<file path="src/rtl/uart_pkg.sv">
// Shared types and helpers for the buffered UART transmitter.
// The frame-size helper is the single place the bit-count formula lives.
package uart_pkg;

    typedef enum logic [1:0] {
        PAR_NONE = 2'd0,
        PAR_EVEN = 2'd1,
        PAR_ODD  = 2'd2
    } parity_e;

    typedef enum logic [2:0] {
        IDLE,
        START,
        DATA,
        PAR,
        STOP
    } tx_state_e;

    // Bits on the wire per frame: start + data + optional parity + stop bits.
    function automatic int frame_bits(input int data_w, input int parity, input int stop_bits);
        return 1 + data_w + ((parity != 0) ? 1 : 0) + stop_bits;
    endfunction

endpackage

</file>
<file path="src/rtl/sync_fifo.sv">
// Single-clock FIFO with wrap-bit pointers; occupancy, full and empty are
// all derived from the registered pointers, so they are glitch-free.
module sync_fifo #(
    parameter int WIDTH = 8,
    parameter int DEPTH = 8
) (
    input  logic                       clk,
    input  logic                       rst,
    input  logic                       wr_en,
    input  logic [WIDTH-1:0]           wr_data,
    input  logic                       rd_en,
    output logic [WIDTH-1:0]           rd_data,
    output logic [$clog2(DEPTH):0]     count,
    output logic                       full,
    output logic                       empty
);

    localparam int AW = $clog2(DEPTH);

    logic [WIDTH-1:0] mem [DEPTH];
    logic [AW:0]      wr_ptr_reg;
    logic [AW:0]      rd_ptr_reg;
    logic             do_wr;
    logic             do_rd;

    assign do_wr = wr_en && !full;
    assign do_rd = rd_en && !empty;

    // Storage carries no reset so it maps onto plain RAM cells.
    always_ff @(posedge clk) begin
        if (do_wr) begin
            mem[wr_ptr_reg[AW-1:0]] <= wr_data;
        end
    end

    always_ff @(posedge clk or posedge rst) begin
        if (rst) begin
            wr_ptr_reg <= '0;
            rd_ptr_reg <= '0;
        end else begin
            if (do_wr) begin
                wr_ptr_reg <= wr_ptr_reg + 1'b1;
            end
            if (do_rd) begin
                rd_ptr_reg <= rd_ptr_reg + 1'b1;
            end
        end
    end

    // Head word is visible combinationally so a pop can load it on the same edge.
    assign rd_data = mem[rd_ptr_reg[AW-1:0]];
    assign count   = wr_ptr_reg - rd_ptr_reg;
    assign full    = (count == (AW+1)'(DEPTH));
    assign empty   = (wr_ptr_reg == rd_ptr_reg);

endmodule

</file>
<file path="src/rtl/uart_tx_fifo.sv">
// Buffered UART transmitter: FIFO front end feeding a frame serialiser with
// configurable data width, parity and stop bits. TX lags the FSM by one clock.
module uart_tx_fifo
    import uart_pkg::*;
#(
    parameter int DATA_W    = 8,
    parameter int DEPTH     = 8,
    parameter int BAUD_DIV  = 2604,
    parameter int PARITY    = 0,
    parameter int STOP_BITS = 1
) (
    input  logic                      clk,
    input  logic                      rst,
    input  logic                      wr_en,
    input  logic [DATA_W-1:0]         wr_data,
    input  logic                      clr_ovfl,
    output logic                      TX,
    output logic                      full,
    output logic                      empty,
    output logic [$clog2(DEPTH):0]    count,
    output logic                      tx_busy,
    output logic                      tx_done,
    output logic                      ovfl
);

    localparam int BAUD_W  = $clog2(BAUD_DIV);
    localparam bit HAS_PAR = (PARITY != int'(PAR_NONE));
    localparam bit ODD_PAR = (PARITY == int'(PAR_ODD));

    if (DATA_W < 5 || DATA_W > 9) begin : g_bad_data_w
        $error("uart_tx_fifo: DATA_W must be 5..9");
    end
    if (DEPTH < 2 || (DEPTH & (DEPTH - 1)) != 0) begin : g_bad_depth
        $error("uart_tx_fifo: DEPTH must be a power of two >= 2");
    end
    if (BAUD_DIV < 4) begin : g_bad_baud
        $error("uart_tx_fifo: BAUD_DIV must be >= 4");
    end
    if (PARITY < 0 || PARITY > 2) begin : g_bad_parity
        $error("uart_tx_fifo: PARITY must be 0, 1 or 2");
    end
    if (STOP_BITS < 1 || STOP_BITS > 2) begin : g_bad_stop
        $error("uart_tx_fifo: STOP_BITS must be 1 or 2");
    end

    tx_state_e         state_reg;
    tx_state_e         state_next;
    logic [BAUD_W-1:0] baud_cnt_reg;
    logic [3:0]        bit_cnt_reg;
    logic [DATA_W-1:0] shift_reg;
    logic              par_bit_reg;
    logic              tx_reg;
    logic              tx_done_reg;
    logic              ovfl_reg;

    logic              pop;
    logic              tx_bit;
    logic              done_next;
    logic              bit_tick;
    logic              last_data;
    logic              last_stop;
    logic [DATA_W-1:0] head;

    sync_fifo #(
        .WIDTH (DATA_W),
        .DEPTH (DEPTH)
    ) u_fifo (
        .clk     (clk),
        .rst     (rst),
        .wr_en   (wr_en),
        .wr_data (wr_data),
        .rd_en   (pop),
        .rd_data (head),
        .count   (count),
        .full    (full),
        .empty   (empty)
    );

    assign bit_tick  = (baud_cnt_reg == BAUD_W'(BAUD_DIV - 1));
    assign last_data = (bit_cnt_reg == 4'(DATA_W - 1));
    assign last_stop = (bit_cnt_reg == 4'(STOP_BITS - 1));

    always_comb begin
        state_next = state_reg;
        pop        = 1'b0;
        tx_bit     = 1'b1;
        done_next  = 1'b0;
        case (state_reg)
            IDLE: begin
                if (!empty) begin
                    pop        = 1'b1;
                    state_next = START;
                end
            end
            START: begin
                tx_bit = 1'b0;
                if (bit_tick) state_next = DATA;
            end
            DATA: begin
                tx_bit = shift_reg[0];
                if (bit_tick && last_data) state_next = HAS_PAR ? PAR : STOP;
            end
            PAR: begin
                tx_bit = par_bit_reg;
                if (bit_tick) state_next = STOP;
            end
            STOP: begin
                if (bit_tick && last_stop) begin
                    state_next = IDLE;
                    done_next  = 1'b1;
                end
            end
            default: state_next = IDLE;
        endcase
    end

    always_ff @(posedge clk or posedge rst) begin
        if (rst) begin
            state_reg   <= IDLE;
            tx_reg      <= 1'b1;
            tx_done_reg <= 1'b0;
        end else begin
            state_reg   <= state_next;
            tx_reg      <= tx_bit;
            tx_done_reg <= done_next;
        end
    end

    // The bit counter restarts on every state change, so it counts data
    // bits in DATA and stop bits in STOP with one register.
    always_ff @(posedge clk or posedge rst) begin
        if (rst) begin
            baud_cnt_reg <= '0;
            bit_cnt_reg  <= '0;
            shift_reg    <= '0;
            par_bit_reg  <= 1'b0;
        end else begin
            if (state_reg == IDLE || bit_tick) begin
                baud_cnt_reg <= '0;
            end else begin
                baud_cnt_reg <= baud_cnt_reg + 1'b1;
            end

            if (state_next != state_reg) begin
                bit_cnt_reg <= '0;
            end else if (bit_tick) begin
                bit_cnt_reg <= bit_cnt_reg + 1'b1;
            end

            if (pop) begin
                shift_reg   <= head;
                par_bit_reg <= (^head) ^ ODD_PAR;
            end else if (state_reg == DATA && bit_tick) begin
                shift_reg <= shift_reg >> 1;
            end
        end
    end

    // A dropped push outranks a simultaneous clear so no overflow goes unseen.
    always_ff @(posedge clk or posedge rst) begin
        if (rst) begin
            ovfl_reg <= 1'b0;
        end else if (wr_en && full) begin
            ovfl_reg <= 1'b1;
        end else if (clr_ovfl) begin
            ovfl_reg <= 1'b0;
        end
    end

    assign TX      = tx_reg;
    assign tx_busy = (state_reg != IDLE);
    assign tx_done = tx_done_reg;
    assign ovfl    = ovfl_reg;

endmodule

</file>
<file path="config.mk">
export PLATFORM = sky130hd
export DESIGN_NAME = uart_tx_fifo
export DESIGN_NICKNAME = d
export VERILOG_FILES = /design/src/rtl/uart_pkg.sv /design/src/rtl/sync_fifo.sv /design/src/rtl/uart_tx_fifo.sv
export SDC_FILE = /design/constraint.sdc
export NUM_CORES = 1
export LEC_CHECK = 0
export BUFFER_PORTS_ARGS = -buffer_cell sky130_fd_sc_hd__buf_2
export CELL_PAD_IN_SITES_DETAIL_PLACEMENT = 2
export CELL_PAD_IN_SITES_GLOBAL_PLACEMENT = 2
export CORE_UTILIZATION = 48
export DETAILED_ROUTE_END_ITERATION = 6
export PLACE_DENSITY_LB_ADDON = 0.1
export SYNTH_ARGS = -nofsm -noshare
export SYNTH_HDL_FRONTEND = slang
export SYNTH_SLANG_ARGS = --single-unit
</file>
<file path="constraint.sdc">
create_clock -name clk -period 7.8 [get_ports clk]
set_clock_uncertainty 0.2 [all_clocks]
set_input_delay 0.39 -clock clk [delete_from_list [all_inputs] [get_ports clk]]
set_output_delay 0.39 -clock clk [all_outputs]
set_load 0.005 [all_outputs]
</file>
Word-level counts from Yosys, hierarchy flattened
Memory sizes are Yosys's and may differ from the RTL's. Cells that the tools add are included.

Latch bits: 0. Memories kept: 1. Memory bits (read-only): 0. Bits of input ports: 12. Register bits: 39. Bits in writable memories: 64.

Memory list: u_fifo.mem (words 8, bits a word 8, read ports 1, clocked after Yosys merged registers in 0, wr ports 1, line sync_fifo.sv:20) `logic [WIDTH-1:0] mem [DEPTH];`.

Magnitude comparators: 0. Muxes and demuxes: 20. Div/mod/pow operators: 0. Equal/unequal tests: 9. Reductions and logical operators: 16. Multipliers: 0. Bitwise operators: 0. Shifts and indexed selects: 0. Add/sub/neg operators: 5.

Operators by type and width (count): $mux W8 (2); $mux W3 (5); $pmux W3 S5 (1); $add A12 B1 Y12 const B (1); $add A4 B1 Y4 const B (3); $eq A12 B12 Y1 const B (1); $mux W12 (1); $mux W1 (8); $mux W4 (2); $reduce_xor A8 Y1 (1); $eq A3 B2 Y1 const B (2); $logic_and A1 B1 Y1 (6); $reduce_bool A2 Y1 (3); $eq A4 B3 Y1 const B (1); $eq A4 B4 Y1 (1); $eq A4 B4 Y1 const B (1); $logic_not A4 Y1 (1); $sub A4 B4 Y4 (1); $eq A3 B1 Y1 const B (1); $eq A3 B3 Y1 const B (1); $logic_not A3 Y1 (1); $ne A3 B3 Y1 (1); $pmux W1 S3 (1); $reduce_bool A3 Y1 (1); 2 further kinds (3).

Longest topological paths before layout
Depth in word-level cells: 6. Depth in mapped cells: 10. Gate-level depth less buffers: 9.

Hierarchy
A second synthesis with hierarchy kept.

Cell total of the unflattened synthesis: 333. Area, all modules: 4645.7 sq um.

By module, submodules not included: sync_fifo (instances 1, area each 3021.6 sq um, seq. area each 2122.0 sq um, cells each 173); uart_tx_fifo (instances 1, area each 1624.1 sq um, seq. area each 777.0 sq um, cells each 160).

Worst setup path before layout
No wires, ideal clock.

Path kind: reg-to-reg. Start point: register u_fifo.rd_ptr_reg[2]. End point: memory u_fifo.mem[0][0] (enable). Data arrival time: 2.687 ns. Buffers on the path: 2. Slack: 4.518 ns. Required time: 7.205 ns. Stages on the path, launching flop included: 10. Setup time: 0.395 ns. Period minus slack after synthesis: 3.282 ns. Path through: dfrtp_1 -> clkbuf_1 -> buf_2 -> inv_1 -> ha_1 -> o21ai_0 -> a21oi_1 -> nor3_1 -> nand2b_1 -> nor4_1.

Word-level cells in the longest chain between the ends: 6.

Ends and longest elaborated chain: start, declared (line sync_fifo.sv:22) `logic [AW:0] rd_ptr_reg;`; start signal, assigned (line sync_fifo.sv:45) `rd_ptr_reg <= rd_ptr_reg + 1'b1;`; $sub A4 B4 Y4 (line sync_fifo.sv:52) `assign count = wr_ptr_reg - rd_ptr_reg;`; $eq A4 B4 Y1 (line sync_fifo.sv:53) `assign full = (count == (AW+1)'(DEPTH));`; named net full (line uart_tx_fifo.sv:18) `output logic full,`; $logic_not A1 Y1 (line sync_fifo.sv:26) `assign do_wr = wr_en && !full;`; $logic_and A1 B1 Y1 (line sync_fifo.sv:26); $mux W1 (line sync_fifo.sv:31) `if (do_wr) begin`; $mux W1 (not written as such) (line sync_fifo.sv:32) `mem[wr_ptr_reg[AW-1:0]] <= wr_data;`; end, declared (line sync_fifo.sv:20).

The timed path passes the listed nets, and every way through them passes these cells.

Final worst setup path
Start point: register u_fifo.rd_ptr_reg[2]. End point: memory u_fifo.mem[3][2] (enable).

Word-level cells in the longest chain between the ends: 6.

Ends and longest elaborated chain (line): $sub A4 B4 Y4 (sync_fifo.sv:52); $eq A4 B4 Y1 (sync_fifo.sv:53); $logic_not A1 Y1 (sync_fifo.sv:26); $logic_and A1 B1 Y1 (sync_fifo.sv:26); $mux W1 (sync_fifo.sv:31); $mux W1 (not written as such) (sync_fifo.sv:32).

No other way between the ends.

==> reports/metrics.yaml <==
layout_commonest_cell: "edfxtp_1"
seq_area_um2: 2900
die_x_um: 98.7
worst_setup_path_end_kind: "flop"
multi_input_area_um2: 1470
rows: 34
drt_iter0_markers: 84
grt_pass1_wl_um: 16200
layout_min_cycle_time_ns: 3.87
syn_nets: 328
core_um2: 8890
crit_slowest_cell: "nor3_1"
synthesis.area_um2: 4490
clock_sinks: 103
critPathRequiredTime_ns: 7.60
synthFlopType: "edfxtp_1"
diodes: 0
crit_type: "flop to flop"
dpl-instance-area_um2: 4710
power.internal_uw: 882
cp-start-kind: "flop"
switching_share_pct: 31.4
largest_register_ffs: 64
crit_path_max_incr_delay_ns: 0.95
die_h_um: 98.7
final_antenna_net_count: 0
ys_seq_area_share_pct: 64.6
dp_slack_ns: 4.00
drive_gt1_share_pct: 21.3
slew_headroom_pct: 17.5
tightest_slew_ns: 1.23
status: "completed"
power_frac_comb_pct: 18.6
crit_arrival_ns: 3.66
crit_chain: "inv_1, ha_1, o21ai_0, a21oi_1, o31a_1, nand2_1, nor3_1"
clkPwrFrac_pct: 27.4
grt-ovfl-total: 0
setup_tns_ns: 0
final_cell_mix: "edfxtp_1 (64), dfrtp_1 (38), nand2_1 (24), nor2_1 (21), buf_2 (21)"
antenna_found_initial: 0
hpwlAfterDp_um: 7080
ir_drop_mv: 0.183
drv_slew: 0
synth_warnings: 0
p_seq_share_pct: 53.9
yosysUniqueCellTypes: 40
final_area_um2: 4950
clockBufferDepth: 2
p_sw_uw: 404
power_density_nw_per_um2: 260
route.detailed.drc: 0
cts.reportedPaths.clkPinSlew_ns: 0.12
yosys_register_bits: 103
p_leak_nw: 1.97
path_max_fanout: 19
timing.final.crit_share_pct: 49.6
fin_util_pct: 55.7
num-fill-cells: 815
die_area_um2: 9740
fmax_mhz: 258
worst_slack_ns: 3.93
gp_congestion: 0.744
synthToLayoutAreaGrowth_pct: 10.4
io_buffers: 21
drt-pass1-iter-count: 6
hold_class: "primary input to flop"
wl_per_cell_um: 21.8
netlist_instances: 307
syn_avg_cell_area_um2: 14.6
root_buffer: "clkbuf_8"
viasPerCell: 5.72
io_pins: 22
cts_max_level: 3
vias: 2573
rsz0062_at_grt: "false"
setup_viol: 0
grt_usage_pct: 22.9
grt_max_degree: 40
numCtsBuffers: 9
fin_nets: 358
drt-total-wl_um: 9800
cap_violations: 0
critPathTopFamily: "simple AND/OR/NAND/NOR gates"
ys_async_sr_fraction_pct: 37.9
timing.critical_path.buf_inv: 1
grt_pass1_vias: 2957
start_util_pct: 50.5
clock_latency_ns: 0.38
tritoncts: "built"
synth-edff-count: 64
hold_viol: 0
[worst min-delay path: cells and delay by family]
kind	cells	cell delay (ns)
AO/OA/AOI/OAI	1	0.07
AND/OR/NAND/NOR	1	0.05
buffers and inverters	1	0.10
[final cells by class]
cell class	instances	area share, %
clock buffer	9	2.50
clock inverter	7	1.94
inverter	18	1.36
multi-input combinational	177	29.7
sequential	103	58.5
tap	108	2.73
timing repair buffer	28	3.28
[cells in the mapped netlist (3+ instances only)]
| master | n | share of area, % |
|---|---|---|
| edfxtp_1 | 64 | 43 |
| dfrtp_1 | 38 | 21 |
| nand2_1 | 24 | 2.0 |
| nor2_1 | 21 | 1.8 |
| xnor2_1 | 19 | 3.7 |
| inv_1 | 17 | 1.4 |
| mux4_2 | 16 | 8.0 |
| o21ai_0 | 15 | 1.7 |
| xor2_1 | 9 | 1.8 |
| ha_1 | 8 | 2.2 |
| mux2i_1 | 8 | 1.8 |
| mux2_2 | 7 | 1.8 |
| nand3_1 | 7 | 0.78 |
| and3_1 | 6 | 0.84 |
| a21oi_1 | 5 | 0.56 |
| nor3_1 | 5 | 0.56 |
| clkbuf_1 | 4 | 0.33 |
| buf_2 | 3 | 0.33 |
| nor3b_1 | 3 | 0.50 |
[per-stage QoR]
stage                     total power, mW  hold slack [ns]  instances
after floorplan                     0.837            0.247        307
after global placement              0.920            0.266        432
after detailed placement            0.946            0.282        432
after CTS                            1.30           0.0493        450
after global routing                 1.35           0.0708        450
final                                1.29           0.0608        450
[kinds of logic (layout without fill, tap and decap cells)]
logic type,after synthesis,count (layout),share of synthesized area (%)
flip-flops,103,103,64.6
multiplexers,31,31,11.6
adder cells (fa/ha/maj),9,9,2.68
AO/OA/AOI/OAI,26,26,3.18
XOR/XNOR,28,28,5.46
buffers and inverters,27,62,2.68
AND/OR/NAND/NOR,83,83,9.84
[routing by layer]
layer  track usage, %  part of all wire [%]  wire length, µm  up-vias
met5                0                     0                0        -
met4             8.38                   2.3              229        0
met3             5.04                   3.7              362       15
met2             40.1                    52             5100       51
met1             28.0                    42             4110     1334
li1                 -                     -                -     1173
[repair_timing]
| item | 4_1_cts | 5_1_grt |
|---|---|---|
| hold endpoints to repair | 39 | 0 |
| setup buffers | 0 | 0 |
| hold buffers | 2 | 0 |
| resized for setup | 0 | 0 |
[path summary, 6_finish.rpt]
kind / endpoint / startpoint / slack (ns) / cells after the start
max in group asynchronous: TX / rst / 6.55 / 4
min in group asynchronous: state_reg[2] / rst / 0.48 / 4
worst min register to register: u_fifo.rd_ptr_reg[3] / u_fifo.rd_ptr_reg[3] / 0.31 / 1
worst max-delay path: u_fifo.mem[3][2] / u_fifo.rd_ptr_reg[2] / 3.93 / 7
worst max register to register: u_fifo.mem[3][2] / u_fifo.rd_ptr_reg[2] / 3.93 / 7
worst min-delay path: ovfl / wr_en / 0.06 / 3
[power groups by stage]
stage	Sequential [mW]	Clock [mW]	Combinational (mW)
2_1_floorplan	0.684	0	0.153
6_report	0.694	0.353	0.240
3_3_place_gp	0.699	0	0.222
5_1_grt	0.701	0.380	0.264
4_1_cts	0.694	0.363	0.245
3_5_place_dp	0.705	0	0.240
(Power assumes the default switching activity.)
